$ cat src/rtl/button_events_pkg.sv
// Shared constants, state encoding and width helpers for the button event block.
package button_events_pkg;

  localparam int BTN_LONG_PRESS_LEN = 50_000_000;
  localparam int BTN_REPEAT_PERIOD  = 10_000_000;

  typedef enum logic [1:0] {
    ST_IDLE    = 2'd0,
    ST_PRESSED = 2'd1,
    ST_LONG    = 2'd2
  } btn_state_t;

  function automatic int clog2(input int value);
    int r;
    r = 0;
    for (int v = value - 1; v > 0; v = v >> 1) r++;
    return r;
  endfunction

  function automatic int max_int(input int a, input int b);
    return (a > b) ? a : b;
  endfunction

endpackage

$ cat src/rtl/button_timer.sv
// Shared hold counter: free-runs unless cleared, flags the selected terminal count.
module button_timer #(
  parameter int W          = 4,
  parameter int LONG_LEN   = 10,
  parameter int REPEAT_LEN = 4
) (
  input  logic clk,
  input  logic reset,
  input  logic clear,
  input  logic sel_long,
  output logic done
);

  localparam logic [W-1:0] LONG_LIM   = W'(LONG_LEN - 1);
  localparam logic [W-1:0] REPEAT_LIM = W'(REPEAT_LEN - 1);

  logic [W-1:0] cnt;

  // Never reaches past the active limit: the owner clears on done and in IDLE.
  always_ff @(posedge clk) begin
    if (reset)      cnt <= '0;
    else if (clear) cnt <= '0;
    else            cnt <= cnt + W'(1);
  end

  assign done = (cnt == (sel_long ? LONG_LIM : REPEAT_LIM));

endmodule

$ cat src/rtl/button_events.sv
// Turns a debounced button level into press/release/long-press/auto-repeat pulses.
// The release event is named release_pulse because "release" is a reserved word.
module button_events
  import button_events_pkg::*;
#(
  parameter int LONG_PRESS_LEN = BTN_LONG_PRESS_LEN,
  parameter int REPEAT_PERIOD  = BTN_REPEAT_PERIOD
) (
  input  logic clk,
  input  logic reset,
  input  logic in,
  input  logic repeat_en,
  output logic press,
  output logic release_pulse,
  output logic long_press,
  output logic repeat_pulse,
  output logic held
);

  localparam int CNT_W = clog2(max_int(LONG_PRESS_LEN, REPEAT_PERIOD));

  btn_state_t state;
  logic       done;
  logic       clear;
  logic       sel_long;

  assign clear    = (state == ST_IDLE) || done;
  assign sel_long = (state == ST_PRESSED);

  button_timer #(
    .W          (CNT_W),
    .LONG_LEN   (LONG_PRESS_LEN),
    .REPEAT_LEN (REPEAT_PERIOD)
  ) u_timer (
    .clk      (clk),
    .reset    (reset),
    .clear    (clear),
    .sel_long (sel_long),
    .done     (done)
  );

  always_ff @(posedge clk) begin
    if (reset) begin
      state         <= ST_IDLE;
      press         <= 1'b0;
      release_pulse <= 1'b0;
      long_press    <= 1'b0;
      repeat_pulse  <= 1'b0;
      held          <= 1'b0;
    end else begin
      press         <= 1'b0;
      release_pulse <= 1'b0;
      long_press    <= 1'b0;
      repeat_pulse  <= 1'b0;
      case (state)
        ST_IDLE: begin
          if (in) begin
            press <= 1'b1;
            held  <= 1'b1;
            state <= ST_PRESSED;
          end
        end
        ST_PRESSED: begin
          if (!in) begin
            release_pulse <= 1'b1;
            held          <= 1'b0;
            state         <= ST_IDLE;
          end else if (done) begin
            long_press <= 1'b1;
            state      <= ST_LONG;
          end
        end
        ST_LONG: begin
          // Counter keeps running with repeat_en low so the repeat phase never shifts.
          if (!in) begin
            release_pulse <= 1'b1;
            held          <= 1'b0;
            state         <= ST_IDLE;
          end else if (done) begin
            repeat_pulse <= repeat_en;
          end
        end
        default: begin
          held  <= 1'b0;
          state <= ST_IDLE;
        end
      endcase
    end
  end

endmodule

$ cat config.mk
export PLATFORM = sky130hd
export DESIGN_NAME = button_events
export DESIGN_NICKNAME = d
export VERILOG_FILES = /design/src/rtl/button_events_pkg.sv /design/src/rtl/button_timer.sv /design/src/rtl/button_events.sv
export SDC_FILE = /design/constraint.sdc
export NUM_CORES = 1
export LEC_CHECK = 0
export BUFFER_PORTS_ARGS = -buffer_cell sky130_fd_sc_hd__buf_4
export CAP_MARGIN = 5
export CORE_MARGIN = 8
export CORE_UTILIZATION = 60
export DETAILED_ROUTE_END_ITERATION = 10
export GPL_ROUTABILITY_DRIVEN = 0
export GPL_TIMING_DRIVEN = 1
export PLACE_DENSITY = 0.9
export REMOVE_ABC_BUFFERS = 1
export SETUP_SLACK_MARGIN = 0.4
export SLEW_MARGIN = 20
export SYNTH_ARGS = -nofsm -noshare
export SYNTH_HDL_FRONTEND = slang
export SYNTH_HIERARCHICAL = 1
export SYNTH_SLANG_ARGS = --single-unit
export TNS_END_PERCENT = 50
$ cat constraint.sdc
create_clock -name clk -period 7.2 [get_ports clk]
set_input_delay 0.72 -clock clk [delete_from_list [all_inputs] [get_ports clk]]
set_output_delay 0.72 -clock clk [all_outputs]
set_load 0.01 [all_outputs]
==> impl_results.md, run 1 <==
- Status: finished clean
- R2r worst-path depth: 8
- Period utilization: between 30 and 40%
- Hold path endpoint: held
- Fin. max-slew vios: 0
- Distinct cells, synth: 44
- LEAKAGE: ~0.57 nW
- DRT Pass-1 Iters: 5
- Initial antenna violation count: 0
- Detail Placement HPWL: ~2800 um
- Register area share after synthesis: 39.1%
- Post-synth EDFFs: 0
- Hold wc startpoint: held
- Max-slew headroom: 55.4%
- Required time at the worst-slack endpoint: 7420 ps
- Count of final setup violators: 0
- Max Cap Viol: 0
- Bufs on Longest Clock Path: 2
- Clock Pin Slew Worst Setup and Hold Paths: 100 ps
- Met3 wire len: between 300 and 400 um
- Final WL: between 3000 and 4000 um
- Areal power density over the cells: about 200 nW/um2
- Gr usage total: 16.1%
- Final hold vios: 0
- Sum Neg Setup Slack: 0 ps
- # clock sinks: 33
- Final instance area: about 1800 um2
- Share of cells above drive strength 1: 13.4%
- TritonCTS clock tree: built
- Crit path capture type: register
- Antenna Nets Post-Route: 0
- Clk root buf: clkbuf_4
- Routed len/inst: 16.8 um
- Initial DRC count: 159
- Synth Register Bits: 33
- Postcts setup bufs: 0
- Syn-to-layout area delta: 6.08%
- Worst reg2reg path endpoint: u_timer/cnt[16]
- Diodes inserted: 0
- Area after DPL: 1750 um2
- Primary FF master, synth: dfxtp_1
- Die H: 69.0 um
- Launch point of the worst reg-to-reg path: u_timer/cnt[18]
- Cts bufs inserted: 5
- H-tree Lvls: 2
- Hold Buf Count CTS: 0
- Ys Warns: 6
- Worst Clk Skew: 19.4 ps
- Core box area: 2710 um2
- Max Used Layer: met4
- Drt drc: 0
- Critical Path Source: u_timer/cnt[18]
- Io pins: 9
- Arr. time, crit path: 2940 ps
- Vias per cell: 6.56
- Die area: around 4800 um2
- Startpoint class of the critical path: register
- Worst VDD drop: roughly 0.21 mV
- Hold Path Cell Cnt: 2
- RSZ-0062 raised after global routing: no
- Row cnt: 19
- I/O Buffers: 8
- HP Class: register to register
- F_max: 367 MHz
- Crit-path max FO: 24
- Number of global-route vias before repair: ~1400
- Async S/R FF share, synth: 0%
- GR Overflow Total: 0
- NumNets Final: 212
- Vias: 1523
- Synthesized area: 1690 um2
- Wire length on met2: 1890 um
- Measured slew at the worst slew-check pin: 662 ps
- First-pass GRT wire length: 6390 um
- Worst setup path class: register to register
- Syn Area/Cell: 8.66 um2
- Post_cts resized: 0
- Die Wd: 69.0 um
- Largest net degree at the start of global routing: 25
- Initial Util: 62.3%
- Min cycle time layout: between 2000 and 3000 ps
- Reg2Reg Setup Slack: around 4500 ps
- Clock Latency Late Sink: 340 ps
- Mapped Cells: 195
- Metal-1 WL: 1570 um
[cells in the final DEF (no fill, tap or decap), drive strengths merged, types with 5 or more instances in the layout]
cell    instances
a21oi          13
buf             8
clkbuf          5
dfxtp          33
ha              6
inv             5
nand2          17
nand3          11
nand4           5
nor2           16
nor4            6
o21ai           7
o31ai           6
or3             9
or4             7
xnor2           5
[flip-flops by register name, indices dropped and copies added, names as in the netlist]
register and count:
u_timer/cnt 26, state 2, held 1, long_press 1, press 1, release_pulse 1, repeat_pulse 1
[worst max-delay path by stage]
stage                      endpoint  slack [ps]  cells past startpoint
finish              u_timer/cnt[16]        4480                      8
global placement    u_timer/cnt[16]        4760                      8
detailed placement  u_timer/cnt[16]        4580                      8
global route        u_timer/cnt[16]        4380                      8
floorplan           u_timer/cnt[16]        4940                      8
CTS                 u_timer/cnt[16]        4540                      8
[through the flow]
stage | cells | util (%) | setup WS (ps) | power, W | hold WS [ps]
floorplan | 187 | - | 4940 | 0.000253 | 425
finish | 232 | 66.1 | 4480 | 0.000363 | 473
global route | 232 | 66.1 | 4380 | 0.000387 | 496
detailed placement | 226 | 64.5 | 4580 | 0.000276 | 460
global placement | 226 | 64.5 | 4760 | 0.000271 | 443
CTS | 232 | 66.1 | 4540 | 0.000366 | 480
[synthesized netlist by cell type, types with 2 or more instances]
cell,count,area (um2)
nand4_1,5,31.3
clkbuf_1,6,22.5
a21oi_1,13,65.1
nand3b_1,3,22.5
inv_1,5,18.8
nor3_1,4,20.0
o21ai_0,7,35.0
or3_1,8,50.1
and2_1,3,18.8
xnor2_1,5,43.8
o31ai_1,6,45.0
nand2_1,17,63.8
nor2_1,15,56.3
and4_1,3,26.3
ha_1,6,75.1
nand3_2,2,20.0
nor4_1,6,37.5
or4_1,7,52.6
or2_2,3,18.8
mux2i_1,2,20.0
nand3_1,9,45.0
xor2_1,4,35.0
nand2b_1,3,18.8
dfxtp_1,33,661
[cell type report]
class | instances | area (um2)
flip-flops and latches | 33 | 661
multi-input cells | 149 | 970
fillers | 220 | 920
well taps | 31 | 38.8
clock buffers | 5 | 37.5
clock inverters | 1 | 5.00
repair buffers | 8 | 60.1
inverters | 5 | 18.8
[routing by layer]
layer | GRT usage [%] | up-vias
met4 | 7.97 | 0
li1 | - | 720
met1 | 18.0 | 706
met3 | 5.87 | 18
met5 | 0 | -
met2 | 26.0 | 79
[report_power, final]
part           switching (W)  total (W)  internal, W
Combinational      0.0000445  0.0000763    0.0000318
Clock              0.0000574  0.0000912    0.0000338
Sequential        0.00000571   0.000196     0.000190
Total               0.000108   0.000363     0.000256
[critical path, stage by stage, from the launching register on]
cell and delay, ps:
dfxtp_1 370, or4b_2 690, nor4_1 250, nand4_1 150, nor2_1 220, or2_2 170
or2_2 400, nor2_1 100, a41o_1 240
[cell families (layout without fill, tap and decap cells)]
logic type / count (synthesis) / in the layout / share of synthesized area [%]
compound gates: 33 / 33 / 12.6
flops: 33 / 33 / 39.1
mux: 2 / 2 / 1.19
simple gates: 99 / 99 / 34.5
buf+inv: 13 / 19 / 3.41
xor+xnor: 9 / 9 / 4.67
fa+ha+maj: 6 / 6 / 4.45
No activity file was read; power rests on OpenSTA's default activity.
==> run 2, diff against run 1 <==
- CORE_UTILIZATION: 60 -> 54
- PLACE_DENSITY: 0.9 -> 0.87
- clock period: 7.2 -> 2.36 ns (I/O delays scaled with it)
==> impl_results.md, run 2 (synthesized netlist as in run 1, its figures left out) <==
- Biggest regs: u_timer/cnt (26), state (2)
- Worst reg2reg path endpoint: u_timer/cnt[16]
- Largest net degree at the start of global routing: 13 (-48%)
- Clk root buf: clkbuf_4
- Clk pwr share: 24.9% (-0.2 points)
- Detail Placement HPWL: 2580 um (-7.7%)
- Launch point of the worst reg-to-reg path: u_timer/cnt[16]
- Initial Util: 56.2% (-6.1 points)
- Max reg flops: 26 (unchanged)
- Reg with most FFs: u_timer/cnt
- Required time at the worst-slack endpoint: 2580 ps (-4840 ps)
- Switching power: 0.000336 W (+210%)
- NumNets Final: 224 (+5.7%)
- Final WL: 3820 um (-1.9%)
- Gr usage total: 14.6% (-1.4 points)
- Max Cap Viol: 0 (unchanged)
- I/O Buffers: 8 (unchanged)
- Measured slew at the worst slew-check pin: 425 ps (-237 ps)
- Sum Neg Setup Slack: 0 ps (unchanged)
- Initial DRC count: 116 (-27%)
- Cts bufs inserted: 5 (unchanged)
- Worst setup path class: register to register
- Areal power density over the cells: 593 nW/um2 (+190%)
- Hold Buf Count CTS: 0 (unchanged)
- Commonest non-fill, non-tap cell in the layout: dfxtp_1
- Status: finished clean
- Io pins: 9 (unchanged)
- Crit-path max FO: 6 (-75%)
- Hold Path Cell Cnt: 2 (unchanged)
- Area after DPL: 1800 um2 (+2.7%)
- R2r worst-path depth: 8 (unchanged)
- Final hold vios: 0 (unchanged)
- Worst Clk Skew: 4.09 ps (-15.3 ps)
- Count of final setup violators: 0 (unchanged)
- Vias: 1517 (-0.39%)
- Vias per cell: 6.12 (-6.8%)
- Die area: 5170 um2 (+8.5%)
- Antenna Nets Post-Route: 0 (unchanged)
- Hold wc startpoint: reset
- # clock sinks: 33 (unchanged)
- Syn-to-layout area delta: 17.0%
- Final instance area: 1970 um2 (+10%)
- Die H: 71.9 um (+4.1%)
- DRT Pass-1 Iters: 4 (-1)
- RSZ-0062 raised after global routing: yes
- Seq pwr share: 51.5% (-2.4 points)
- Bufs on Longest Clock Path: 2 (unchanged)
- Arr. time, crit path: 2140 ps (-800 ps)
- LEAKAGE: 0.645 nW (+13%)
- Die Wd: 71.9 um (+4.1%)
- F_max: 523 MHz (+42%)
- Share of cells above drive strength 1: 27.4% (+14 points)
- Number of global-route vias before repair: 1402 (-1.1%)
- Row cnt: 20 (+1)
- TritonCTS clock tree: built
- Min cycle time layout: 1910 ps (-811 ps)
- Max-slew headroom: 71.4% (+16 points)
- Diodes inserted: 0 (unchanged)
- Clock Pin Slew Worst Setup and Hold Paths: 90 ps (about the same)
- Crit path capture type: register
- Period utilization: 81.0% (+43 points)
- H-tree Lvls: 2 (unchanged)
- Commonest cells after routing, fill and taps aside: dfxtp_1, buf_4, nand2_1, a21oi_1, nor2_1
- HP Class: primary input to register
- Worst VDD drop: 0.401 mV (+92%)
- Fin. max-slew vios: 0 (unchanged)
- First-pass GRT wire length: 6120 um (-4.2%)
- GR Overflow Total: 0 (unchanged)
- Initial antenna violation count: 0 (unchanged)
- Internal: 0.000834 W (+230%)
- Hold path endpoint: release_pulse
- Core box area: 3000 um2 (+11%)
- Routed len/inst: 15.4 um (-8.2%)
- Combinational share of power: 23.5% (+2.5 points)
- Startpoint class of the critical path: register
- Sw Ratio: 28.7% (-0.86 points)
- Clock Latency Late Sink: 330 ps (about the same)
- Total power: 0.00117 W (+220%)
- Drt drc: 0 (unchanged)
- Reg2Reg Setup Slack: 450 ps (-4030 ps)
-- run 2: cell count changes in the layout (fill, tap and decap cells not counted), moves of 3 or more --
| cell | delta |
|---|---|
| dfxtp_1 | -10 |
| nor2_1 | -3 |
| dfxtp_2 | +9 |
| buf_4 | +10 |
| clkbuf_1 | +3 |
| nor2_2 | +3 |
-- run 2: worst max-delay path, cell delays in order, from the launching register on --
cell and delay (ps):
dfxtp_2 330, or4b_4 530, nor4_2 140, nand4_1 120, nor2_2 160, or2_4 140, or2_4 170, nor2_2 40
a41o_1 170
-- run 2: per-layer routing --
metal | track usage [%] | part of all wire, %
met1 | 17.8 | 47
met2 | 22.4 | 44
met3 | 4.55 | 6.1
met4 | 8.16 | 2.3
met5 | 0 | 0
-- run 2: what timing repair did --
action,CTS,global route
cloned,0,0
gates resized for setup,15,15
pin swaps,7,8
setup endpoints to repair,28,26
buffers inserted,3,3
-- run 2: layout make-up --
class | instances | area, um2
Multi-Input combinational cell | 149 | 1030
Fill cell | 230 | 1030
Sequential cell | 33 | 676
Timing Repair Buffer | 20 | 158
Clock buffer | 8 | 48.8
Tap cell | 33 | 41.3
Inverter | 5 | 18.8
-- run 2: how the worst max path moves through the flow --
stage / cells after the start / end / start / slack [ps]
2_1_floorplan: 8 / u_timer/cnt[16] / u_timer/cnt[18] / 100
3_3_place_gp: 8 / u_timer/cnt[16] / u_timer/cnt[15] / 140
3_5_place_dp: 8 / u_timer/cnt[16] / u_timer/cnt[15] / 100
4_1_cts: 9 / u_timer/cnt[16] / u_timer/cnt[16] / 390
5_1_grt: 8 / state[1] / u_timer/cnt[16] / 370
6_report: 8 / u_timer/cnt[16] / u_timer/cnt[16] / 450
-- run 2: power by group through the flow --
stage	Clock [W]	Combinational [W]	Sequential (W)
after floorplan	0	0.000161	0.000611
after global placement	0	0.000231	0.000610
after detailed placement	0	0.000237	0.000611
after CTS	0.000302	0.000260	0.000597
after global routing	0.000321	0.000305	0.000607
final	0.000291	0.000276	0.000603
-- run 2: stage by stage --
stage	utilization [%]	setup WS, ps	instances	hold slack (ps)
2_1_floorplan	-	98.9	187	305
3_3_place_gp	59.8	139	234	443
3_5_place_dp	59.8	99.8	234	471
4_1_cts	63.5	387	245	140
5_1_grt	65.8	365	248	155
6_report	65.8	449	248	154
